<file path="src/rtl/hazard_stall_ctrl.sv">
// Pipeline interlock: load-use stall in ID, full freeze during dcache miss, wrong-path squash on EX redirect.
// Outputs are combinational from state and inputs; stall counter and sticky timeout error are registered.
module hazard_stall_ctrl #(
  parameter int CNT_W   = 16,
  parameter int TIMEOUT = 64
) (
  input  logic             clk,
  input  logic             rst,
  input  logic [4:0]       Opcode_IFID,
  input  logic [2:0]       RegisterRs_IFID,
  input  logic [2:0]       RegisterRt_IFID,
  input  logic             MemRead_IDEX,
  input  logic [2:0]       RegisterRd_IDEX,
  input  logic             RegWrite_IDEX,
  input  logic             branch_taken_EX,
  input  logic             dmem_stall,
  input  logic             dmem_done,
  output logic             PCWrite,
  output logic             IFID_Write,
  output logic             IDEX_bubble,
  output logic             IFID_flush,
  output logic             pipe_freeze,
  output logic [CNT_W-1:0] stall_cnt,
  output logic             err
);

  localparam int WAIT_W = $clog2(TIMEOUT);
  localparam logic [WAIT_W-1:0] WAIT_MAX = WAIT_W'(TIMEOUT - 1);

  typedef enum logic {S_RUN, S_MEM_WAIT} state_t;

  state_t             r_state;
  state_t             w_next_state;
  logic [WAIT_W-1:0]  r_wait_cnt;
  logic [CNT_W-1:0]   r_stall_cnt;
  logic               r_err;

  logic w_rs_used;
  logic w_rt_used;
  logic w_lu;
  logic w_pc_write;
  logic w_ifid_write;
  logic w_idex_bubble;
  logic w_ifid_flush;
  logic w_pipe_freeze;

  always_comb begin
    w_rs_used = 1'b0;
    w_rt_used = 1'b0;
    casez (Opcode_IFID)
      5'b11010, 5'b11011, 5'b111??, 5'b10000, 5'b10011: begin
        w_rs_used = 1'b1;
        w_rt_used = 1'b1;
      end
      5'b01???, 5'b10001, 5'b10010, 5'b101??, 5'b11001, 5'b00101, 5'b00111: begin
        w_rs_used = 1'b1;
      end
      default: begin
        w_rs_used = 1'b0;
        w_rt_used = 1'b0;
      end
    endcase
  end

  // Register 0 is a real architectural register, so no zero-index exclusion.
  assign w_lu = MemRead_IDEX & RegWrite_IDEX &
                ((w_rs_used & (RegisterRs_IFID == RegisterRd_IDEX)) |
                 (w_rt_used & (RegisterRt_IFID == RegisterRd_IDEX)));

  always_comb begin
    w_pc_write    = 1'b1;
    w_ifid_write  = 1'b1;
    w_idex_bubble = 1'b0;
    w_ifid_flush  = 1'b0;
    w_pipe_freeze = 1'b0;
    w_next_state  = r_state;
    if (!rst) begin
      case (r_state)
        S_RUN: begin
          if (dmem_stall && !dmem_done) begin
            w_pipe_freeze = 1'b1;
            w_pc_write    = 1'b0;
            w_ifid_write  = 1'b0;
            w_next_state  = S_MEM_WAIT;
          end else if (branch_taken_EX) begin
            // ID holds a wrong-path instruction, so its load-use hazard is moot.
            w_ifid_flush  = 1'b1;
            w_idex_bubble = 1'b1;
          end else if (w_lu) begin
            w_pc_write    = 1'b0;
            w_ifid_write  = 1'b0;
            w_idex_bubble = 1'b1;
          end
        end
        S_MEM_WAIT: begin
          w_pipe_freeze = 1'b1;
          w_pc_write    = 1'b0;
          w_ifid_write  = 1'b0;
          if (dmem_done) begin
            w_next_state = S_RUN;
          end
        end
        default: begin
          w_next_state = S_RUN;
        end
      endcase
    end
  end

  always_ff @(posedge clk or posedge rst) begin
    if (rst) begin
      r_state     <= S_RUN;
      r_wait_cnt  <= '0;
      r_stall_cnt <= '0;
      r_err       <= 1'b0;
    end else begin
      r_state <= w_next_state;
      if (r_state == S_MEM_WAIT && !dmem_done) begin
        if (r_wait_cnt == WAIT_MAX) begin
          r_err <= 1'b1;
        end else begin
          r_wait_cnt <= r_wait_cnt + 1'b1;
        end
      end else begin
        r_wait_cnt <= '0;
      end
      if (!w_pc_write && (r_stall_cnt != {CNT_W{1'b1}})) begin
        r_stall_cnt <= r_stall_cnt + 1'b1;
      end
    end
  end

  assign PCWrite     = w_pc_write;
  assign IFID_Write  = w_ifid_write;
  assign IDEX_bubble = w_idex_bubble;
  assign IFID_flush  = w_ifid_flush;
  assign pipe_freeze = w_pipe_freeze;
  assign stall_cnt   = r_stall_cnt;
  assign err         = r_err;

endmodule

</file>
<file path="config.mk">
export PLATFORM = sky130hd
export DESIGN_NAME = hazard_stall_ctrl
export DESIGN_NICKNAME = d
export VERILOG_FILES = /design/src/rtl/hazard_stall_ctrl.sv
export SDC_FILE = /design/constraint.sdc
export NUM_CORES = 1
export LEC_CHECK = 0
export CAP_MARGIN = 0
export CORE_MARGIN = 1
export CORE_UTILIZATION = 51
export CTS_CLUSTER_DIAMETER = 50
export DETAILED_ROUTE_END_ITERATION = 10
export PLACE_DENSITY = 0.91
export SYNTH_ARGS = -nofsm -noshare
export SYNTH_HDL_FRONTEND = slang
export SYNTH_SLANG_ARGS = --single-unit
</file>
<file path="constraint.sdc">
create_clock -name clk -period 4.4 [get_ports clk]
set_input_delay 0.66 -clock clk [delete_from_list [all_inputs] [get_ports clk]]
set_output_delay 0.66 -clock clk [all_outputs]
set_load 0.01 [all_outputs]
</file>
==> results.toml, run 1 <==
[outcome]
outcome = "finished, final reports clean"

[setup_path]
crit_path_frequent_cell = "clkdlybuf4s50_1"
reg2reg_depth = 6
endpoint_kind = "output port"
crit_fanout = 16
cp_top_family = "buffers and inverters"
start_kind = "input pin"
cp_cell_sequence = "clkdlybuf4s50_1 -> xnor2_1 -> nand4_1 -> or4b_1 -> buf_4 -> nand2_1 -> inv_1 -> clkdlybuf4s50_1"
crit_buf_inv = 4
critPathLaunch = "RegisterRd_IDEX[0]"
regToRegSetupSlack_ns = 2.27
rr_endpoint = "stall_cnt[1]"
r2r-start = "stall_cnt[0]"
worst_path_max_delay_cell = "clkdlybuf4s50_1"
required_ns = 3.74
cp_data_arrival_time_ns = 2.91
worstSetupPathType = "input pin to output port"
cpPeakStageDelay_ns = 0.52

[placement]
portBuffers = 42
hpwl_mm = 2.57
place_congestion = 0.815
dp_slack_ns = 0.853
place_area_mm2 = 0.00193

[cts]
postCtsSetupRepairBufs = 0
clock-root-buffer = "clkbuf_4"
numClockSinks = 24
clock_path_buffers = 2
path_clk_slew_ns = 0.14
ctsHtreeMaxLevel = 1
insertion_delay_ns = 0.32
ctsResizeCount = 0
cts_tree = "done"
cts_buffers = 3
cts_hold_buffers = 0

[finish]
fin_nets = 209
area_delta_synth_final_pct = 33.2
fill_cells = 197
antenna_cells = 0
drive_gt1_frac = 0.114
design_area_mm2 = 0.00198

[sta]
clock_skew_ns = 0.00369
min_period_ns = 3.57
tns_ns = 0
fmaxAchievable_mhz = 280
period_share = 0.811
worst_slack_ns = 0.833
rsz0062_at_grt = "no"
worst_pin_slew_ns = 0.533
setup-violations-final = 0
relSlewSlack = 0.642
finalMaxSlewViolations = 0
hold_violations = 0

[global_routing]
grt_pass1_wl_mm = 5.85
overflow = 0
antenna_found_initial = 0
first_global_vias = 1310
grt_max_degree = 27
track_usage = 0.239

[yosys]
yosysSeqAreaShare = 0.404
syn_nets = 164
yosysWarnings = 0
yosys_most_used_dff = "dfrtp_1"
synth_top_area_cell = "dfrtp_1"
synth_area_leaders = "dfrtp_1 (40%), xor2_1 (5.9%), a211oi_2 (4.2%), xnor2_1 (4.1%), a2111oi_2 (4.0%)"
synth.top_cells.by_count = "dfrtp_1 (24), nand2_1 (10), xor2_1 (10), a21oi_1 (8), nand3_1 (8)"
async_flop_share = 1.00
yosys.area.top_type_share = 0.404
syn_area_mm2 = 0.00149
netlist_instances = 141
postSynthAreaPerCell_um2 = 10.5
synth_seq_cells = 24
yosysUniqueCellTypes = 45
synth.most_common_cell = "dfrtp_1"
synth_edf_count = 0

[power]
pwr-share-clk = 0.244
vdd_drop_max_v = 0.000368
switching_share = 0.304
p_seq_frac = 0.453
pwr-share-comb = 0.303
power.switching_mw = 0.201
leakagePower_nw = 0.790
p_int_mw = 0.460
power_density_mw_per_mm2 = 334

[route]
drt_iter0_drc = 39
wire_per_inst_um = 16.6
via_per_inst = 5.98
ant_nets = 0
via_count = 1292
wirelength_mm = 3.60
drt-pass1-iter-count = 4
drc = 0

[min_path]
hp-start = "err"
holdPathStages = 1
hold_path_class = "flop to flop"
holdPathEnd = "err"

[run]
maxCapViolCount = 0

[die]
coreArea_mm2 = 0.00276
die_width_um = 56.0
fp-row-count = 19
initial_core_util = 0.539
ios = 43
die_area_mm2 = 0.00313
dieHeight_um = 56.0
-- per-stage QoR --
step	instances	utilization	hold slack [ns]	total power, mW
after floorplan	141	-	0.478	0.389
after global placement	212	0.698	0.460	0.494
after detailed placement	212	0.698	0.474	0.502
final	216	0.717	0.499	0.661
after CTS	216	0.717	0.505	0.665
after global routing	216	0.717	0.534	0.694
-- cell type report --
class / count / area (µm²) / share of cell area
multi-input cells: 108 / 828 / 0.419
flip-flops and latches: 24 / 601 / 0.304
repair buffers: 45 / 443 / 0.224
well taps: 31 / 38.8 / 0.0196
clock inverters: 1 / 30.0 / 0.0152
clock buffers: 3 / 22.5 / 0.0114
inverters: 4 / 15.0 / 0.00759
-- flip-flops by register name (all words and copies together) (netlist names) --
| name | flops |
|---|---|
| err | 1 |
| r_state | 1 |
| r_wait_cnt | 6 |
| stall_cnt | 16 |
-- worst max path at each step --
stage	end	slack, ns	depth (start not counted)
5_1_grt	IFID_Write	0.76	8
6_report	IFID_Write	0.83	8
4_1_cts	IFID_Write	0.84	8
3_5_place_dp	IFID_Write	0.85	8
3_3_place_gp	PCWrite	0.95	8
2_1_floorplan	PCWrite	1.73	7
-- power groups by stage --
stage	combinational [mW]	sequential [mW]	clock (mW)
floorplan	0.0796	0.309	0
global placement	0.193	0.301	0
detailed placement	0.200	0.302	0
CTS	0.203	0.299	0.163
global route	0.220	0.304	0.171
finish	0.201	0.299	0.161
-- per-layer routing --
metal  up-vias  part of all wire  track usage
met4         0             0.014       0.0976
met3         4             0.049       0.0419
met1       631              0.42        0.283
met2        37              0.52        0.425
li1        620                 -            -
met5         -                 0            0
-- cells in the final DEF (no fill, tap or decap), types with 3 or more instances in the layout --
cell type	Yosys	routed
buf_4	2	3
a31oi_1	3	3
a2111oi_2	4	4
and3_1	3	3
nor2_1	6	6
clkdlybuf4s50_1	0	42
nand3_1	8	8
a211oi_2	5	5
clkbuf_4	0	3
nand4_1	5	5
dfrtp_1	24	24
inv_1	4	4
a21oi_1	8	8
xnor2_1	7	7
mux2_1	3	3
nand2_1	10	10
xor2_1	10	10
-- cell families (layout without fill, tap and decap cells) --
group                      Yosys count  after routing  share of synthesized area
AOI/OAI and AO/OA                   35             35                      0.218
xor gates and xnor gates            17             17                      0.100
adders and majority gates            2              2                     0.0168
buffers and inverters                9             53                     0.0379
DFF                                 24             24                      0.404
muxes                                5              5                     0.0371
and+or+nand+nor                     49             49                      0.185
Power figures use the tool's default switching activity.
==> inputs of run 2 (changes only) <==
--- a/config.mk
+++ b/config.mk
@@ -7,10 +7,10 @@
 export LEC_CHECK = 0
 export CAP_MARGIN = 0
 export CORE_MARGIN = 1
-export CORE_UTILIZATION = 51
+export CORE_UTILIZATION = 42
 export CTS_CLUSTER_DIAMETER = 50
 export DETAILED_ROUTE_END_ITERATION = 10
-export PLACE_DENSITY = 0.91
+export PLACE_DENSITY = 0.81
 export SYNTH_ARGS = -nofsm -noshare
 export SYNTH_HDL_FRONTEND = slang
 export SYNTH_SLANG_ARGS = --single-unit
==> constraint.sdc (replaced) <==
create_clock -name clk -period 2.95 [get_ports clk]
set_input_delay 0.4425 -clock clk [delete_from_list [all_inputs] [get_ports clk]]
set_output_delay 0.4425 -clock clk [all_outputs]
set_load 0.01 [all_outputs]
==> run 2 against run 1 <==
Against the previous run:
- first-iteration DRC count up 7.7%
- clock skew is 0.012 ns higher
- sequential power is 49% higher
- clock power grew 7%
- cell count up 7.9%
- critical path type unchanged
==> results.toml, run 2 (synthesized netlist as in run 1, its figures left out) <==
[setup_path]
regToRegSetupSlack_ns = 0.75
worst_path_max_delay_cell = "or4b_4"
start_kind = "input pin"
crit_buf_inv = 3
crit_path_frequent_cell = "clkdlybuf4s50_1"
cp_data_arrival_time_ns = 2.42
crit_fanout = 2
cpPeakStageDelay_ns = 0.53
endpoint_kind = "output port"
worstSetupPathType = "input pin to output port"
cp_top_family = "buffers and inverters"
required_ns = 2.51
cp_cell_sequence = "clkdlybuf4s50_1 -> xnor2_1 -> nand4_1 -> or4b_4 -> nand2_2 -> inv_1 -> clkdlybuf4s50_1"

[sta]
worst_pin_slew_ns = 0.512
tns_ns = 0
setup-violations-final = 0
relSlewSlack = 0.656
finalMaxSlewViolations = 0
hold_violations = 0
period_share = 0.969
fmaxAchievable_mhz = 350
clock_skew_ns = 0.0152
min_period_ns = 2.86

[die]
die_width_um = 61.5
coreArea_mm2 = 0.00336
fp-row-count = 21
ios = 43
initial_core_util = 0.442
dieHeight_um = 61.5
die_area_mm2 = 0.00378

[finish]
fill_cells = 319
layout_common_cells = "clkdlybuf4s50_1 (41), dfrtp_1 (24), xor2_1 (10), nand2_1 (9)"
fin_nets = 211
area_delta_synth_final_pct = 35.0
drive_gt1_frac = 0.134
antenna_cells = 0
largest_reg_flops = 16
design_area_mm2 = 0.00200
final_common_cell = "clkdlybuf4s50_1"

[placement]
hpwl_mm = 2.47
place_area_mm2 = 0.00196
place_congestion = 0.771
portBuffers = 42

[min_path]
hold_path_class = "flop to flop"

[route]
met3_length_um = 238
top_layer_used = "met4"
via_count = 1282
wire_per_inst_um = 14.6
wl_met2_mm = 1.68
drc = 0
ant_nets = 0
wirelength_mm = 3.40
drt-pass1-iter-count = 6
drt_iter0_drc = 42
via_per_inst = 5.50
met1Wirelength_mm = 1.48

[global_routing]
overflow = 0
track_usage = 0.183
grt_pass1_wl_mm = 5.05
antenna_found_initial = 0
first_global_vias = 1195
grt_max_degree = 27

[run]
maxCapViolCount = 0

[cts]
cts_buffers = 3
cts_tree = "done"
clock_path_buffers = 2
cts_hold_buffers = 0
numClockSinks = 24
clock-root-buffer = "clkbuf_4"
ctsHtreeMaxLevel = 1
path_clk_slew_ns = 0.12
insertion_delay_ns = 0.32

[outcome]
outcome = "finished, final reports clean"

[power]
power_density_mw_per_mm2 = 458
p_total_mw = 0.917
vdd_drop_max_v = 0.000381
leakagePower_nw = 0.811
==> run 2: timing repair <==
item | in CTS | in global routing
endpoints found under the setup margin | 0 | 3
buffers inserted | 0 | 0
resized for setup | 0 | 3
==> run 2: routing by layer <==
metal  global-route usage  up-vias
met5                    0        -
met4               0.0571        0
met3               0.0294        2
met2                0.318       40
met1                0.235      615
li1                     -      625
==> run 2: worst paths after layout <==
path / from / end / cells past startpoint
min reg2reg: err / err / 1
max reg2reg: stall_cnt[0] / stall_cnt[1] / 6
max: RegisterRd_IDEX[2] / PCWrite / 7
min: err / err / 1
min in group asynchronous: rst / stall_cnt[8] / 4
max in group asynchronous: rst / r_state / 4
==> run 2: power by group <==
group	internal, mW	switching [mW]
clock network	0.0755	0.0973
logic	0.174	0.126
registers	0.377	0.0678
==> run 2: stage by stage <==
stage	cells	hold WS (ns)	setup slack [ns]	util
2_1_floorplan	141	0.478	0.712	-
3_3_place_gp	229	0.474	0.124	0.583
3_5_place_dp	229	0.467	0.111	0.583
4_1_cts	233	0.510	0.0961	0.593
5_1_grt	233	0.532	-0.00518	0.596
6_report	233	0.504	0.0919	0.596
==> run 2: layout make-up <==
class                   instances  area (µm²)  share of cell area
clock buffers                   4        36.3              0.0181
inverters                       4        15.0             0.00749
multi-input cells             108         835               0.416
flip-flops and latches         24         601               0.300
well taps                      46        57.6              0.0287
repair buffers                 47         460               0.230
==> inputs of run 3 (changes only) <==
--- a/config.mk
+++ b/config.mk
@@ -10,6 +10,7 @@
 export CORE_UTILIZATION = 42
 export CTS_CLUSTER_DIAMETER = 50
 export DETAILED_ROUTE_END_ITERATION = 10
+export MAX_ROUTING_LAYER = met4
 export PLACE_DENSITY = 0.81
 export SYNTH_ARGS = -nofsm -noshare
 export SYNTH_HDL_FRONTEND = slang
==> run 3 against run 2 <==
Against the previous run:
- hold slack barely moved
- sequential power barely moved
- utilization did not move
- die area did not move
- first-iteration DRC count fell by 2.4%
- cell count did not move
- clock-buffer cell count did not move
- largest cell class unchanged
==> results.toml, run 3 (synthesized netlist as in run 1, its figures left out) <==
[outcome]
outcome = "finished, final reports clean"

[placement]
place_area_mm2 = 0.00196
portBuffers = 42
placedCellCount = 229
hpwl_mm = 2.47
place_congestion = 0.782
dp_slack_ns = 0.111

[die]
die_width_um = 61.5
die_area_mm2 = 0.00378
dieHeight_um = 61.5
fp-row-count = 21
initial_core_util = 0.442
coreArea_mm2 = 0.00336
ios = 43

[sta]
tns_ns = 0
worst_pin_slew_ns = 0.512
setup-violations-final = 0
finalHoldWorstSlack_ns = 0.504
clock_skew_ns = 0.0163
fmaxAchievable_mhz = 351
period_share = 0.967
min_period_ns = 2.85
relSlewSlack = 0.656
finalMaxSlewViolations = 0
hold_violations = 0
worst_slack_ns = 0.0985

[route]
via_per_inst = 5.54
via_count = 1290
wirelength_mm = 3.39
drt-pass1-iter-count = 7
drc = 0
drt_iter0_drc = 41
wire_per_inst_um = 14.5
ant_nets = 0

[power]
p_seq_frac = 0.486
leakagePower_nw = 0.811
pwr-share-clk = 0.187
vdd_drop_max_v = 0.000381
p_total_mw = 0.916
switching_share = 0.316
pwr-share-comb = 0.327
p_int_mw = 0.626
power.switching_mw = 0.290
power_density_mw_per_mm2 = 457

[finish]
final_cells = 233
design_area_mm2 = 0.00200
area_delta_synth_final_pct = 35.0
layout_common_cells = "clkdlybuf4s50_1 (41), dfrtp_1 (24), xor2_1 (10), nand2_1 (9)"
drive_gt1_frac = 0.134
antenna_cells = 0
final_common_cell = "clkdlybuf4s50_1"
largest_reg_flops = 16
utilization = 0.596
fin_nets = 211

[global_routing]
track_usage = 0.189
grt_pass1_wl_mm = 5.05
grt_max_degree = 27
overflow = 0
antenna_found_initial = 0
first_global_vias = 1195

[cts]
ctsHtreeMaxLevel = 1
path_clk_slew_ns = 0.12
cts_buffers = 3
cts_tree = "done"
insertion_delay_ns = 0.32
numClockSinks = 24
clock_path_buffers = 2
postCtsSetupRepairBufs = 0
ctsResizeCount = 0
cts_hold_buffers = 0
clock-root-buffer = "clkbuf_4"

[setup_path]
endpoint_kind = "output port"
crit_fanout = 2
worstSetupPathType = "input pin to output port"
start_kind = "input pin"
cp_data_arrival_time_ns = 2.41
required_ns = 2.51

[run]
maxCapViolCount = 0

[min_path]
hold_path_class = "flop to flop"
[run 3: cell counts in the layout (fill, tap and decap cells not counted)]
No cell type changed its count.
[run 3: worst paths after layout]
kind / from / end / slack, ns / cells past startpoint
min in group asynchronous: rst / stall_cnt[8] / 0.64 / 4
max: RegisterRd_IDEX[0] / PCWrite / 0.1 / 7
max in group asynchronous: rst / r_state / 2.05 / 4
max reg2reg: stall_cnt[0] / stall_cnt[1] / 0.75 / 6
min: err / err / 0.50 / 1
min reg2reg: err / err / 0.50 / 1
[run 3: worst max-delay path, cell delays in order]
cell and delay, ns:
clkdlybuf4s50_1 0.53, xnor2_1 0.13, nand4_1 0.15, or4b_4 0.52
nand2_2 0.10, inv_1 0.05, clkdlybuf4s50_1 0.47
[run 3: final cells by class]
cell class	instances	area (µm²)
clock buffer	4	36.3
tap	46	57.6
fill	319	1360
multi-input combinational	108	835
timing repair buffer	47	460
sequential	24	601
inverter	4	15.0
[run 3: per-layer routing]
metal  track usage  routed length [µm]  vias to the layer above
li1              -                   -                      626
met1         0.238                1470                      621
met2         0.318                1700                       43
met3        0.0252                 224                        0
met4        0.0571                   0                        0
met5             -                   0                        -
[run 3: power by group through the flow]
stage | combinational (mW) | clock (mW) | sequential [mW]
after floorplan | 0.119 | 0 | 0.461
after global placement | 0.291 | 0 | 0.449
after detailed placement | 0.298 | 0 | 0.451
after CTS | 0.302 | 0.178 | 0.446
after global routing | 0.323 | 0.191 | 0.455
final | 0.300 | 0.171 | 0.445
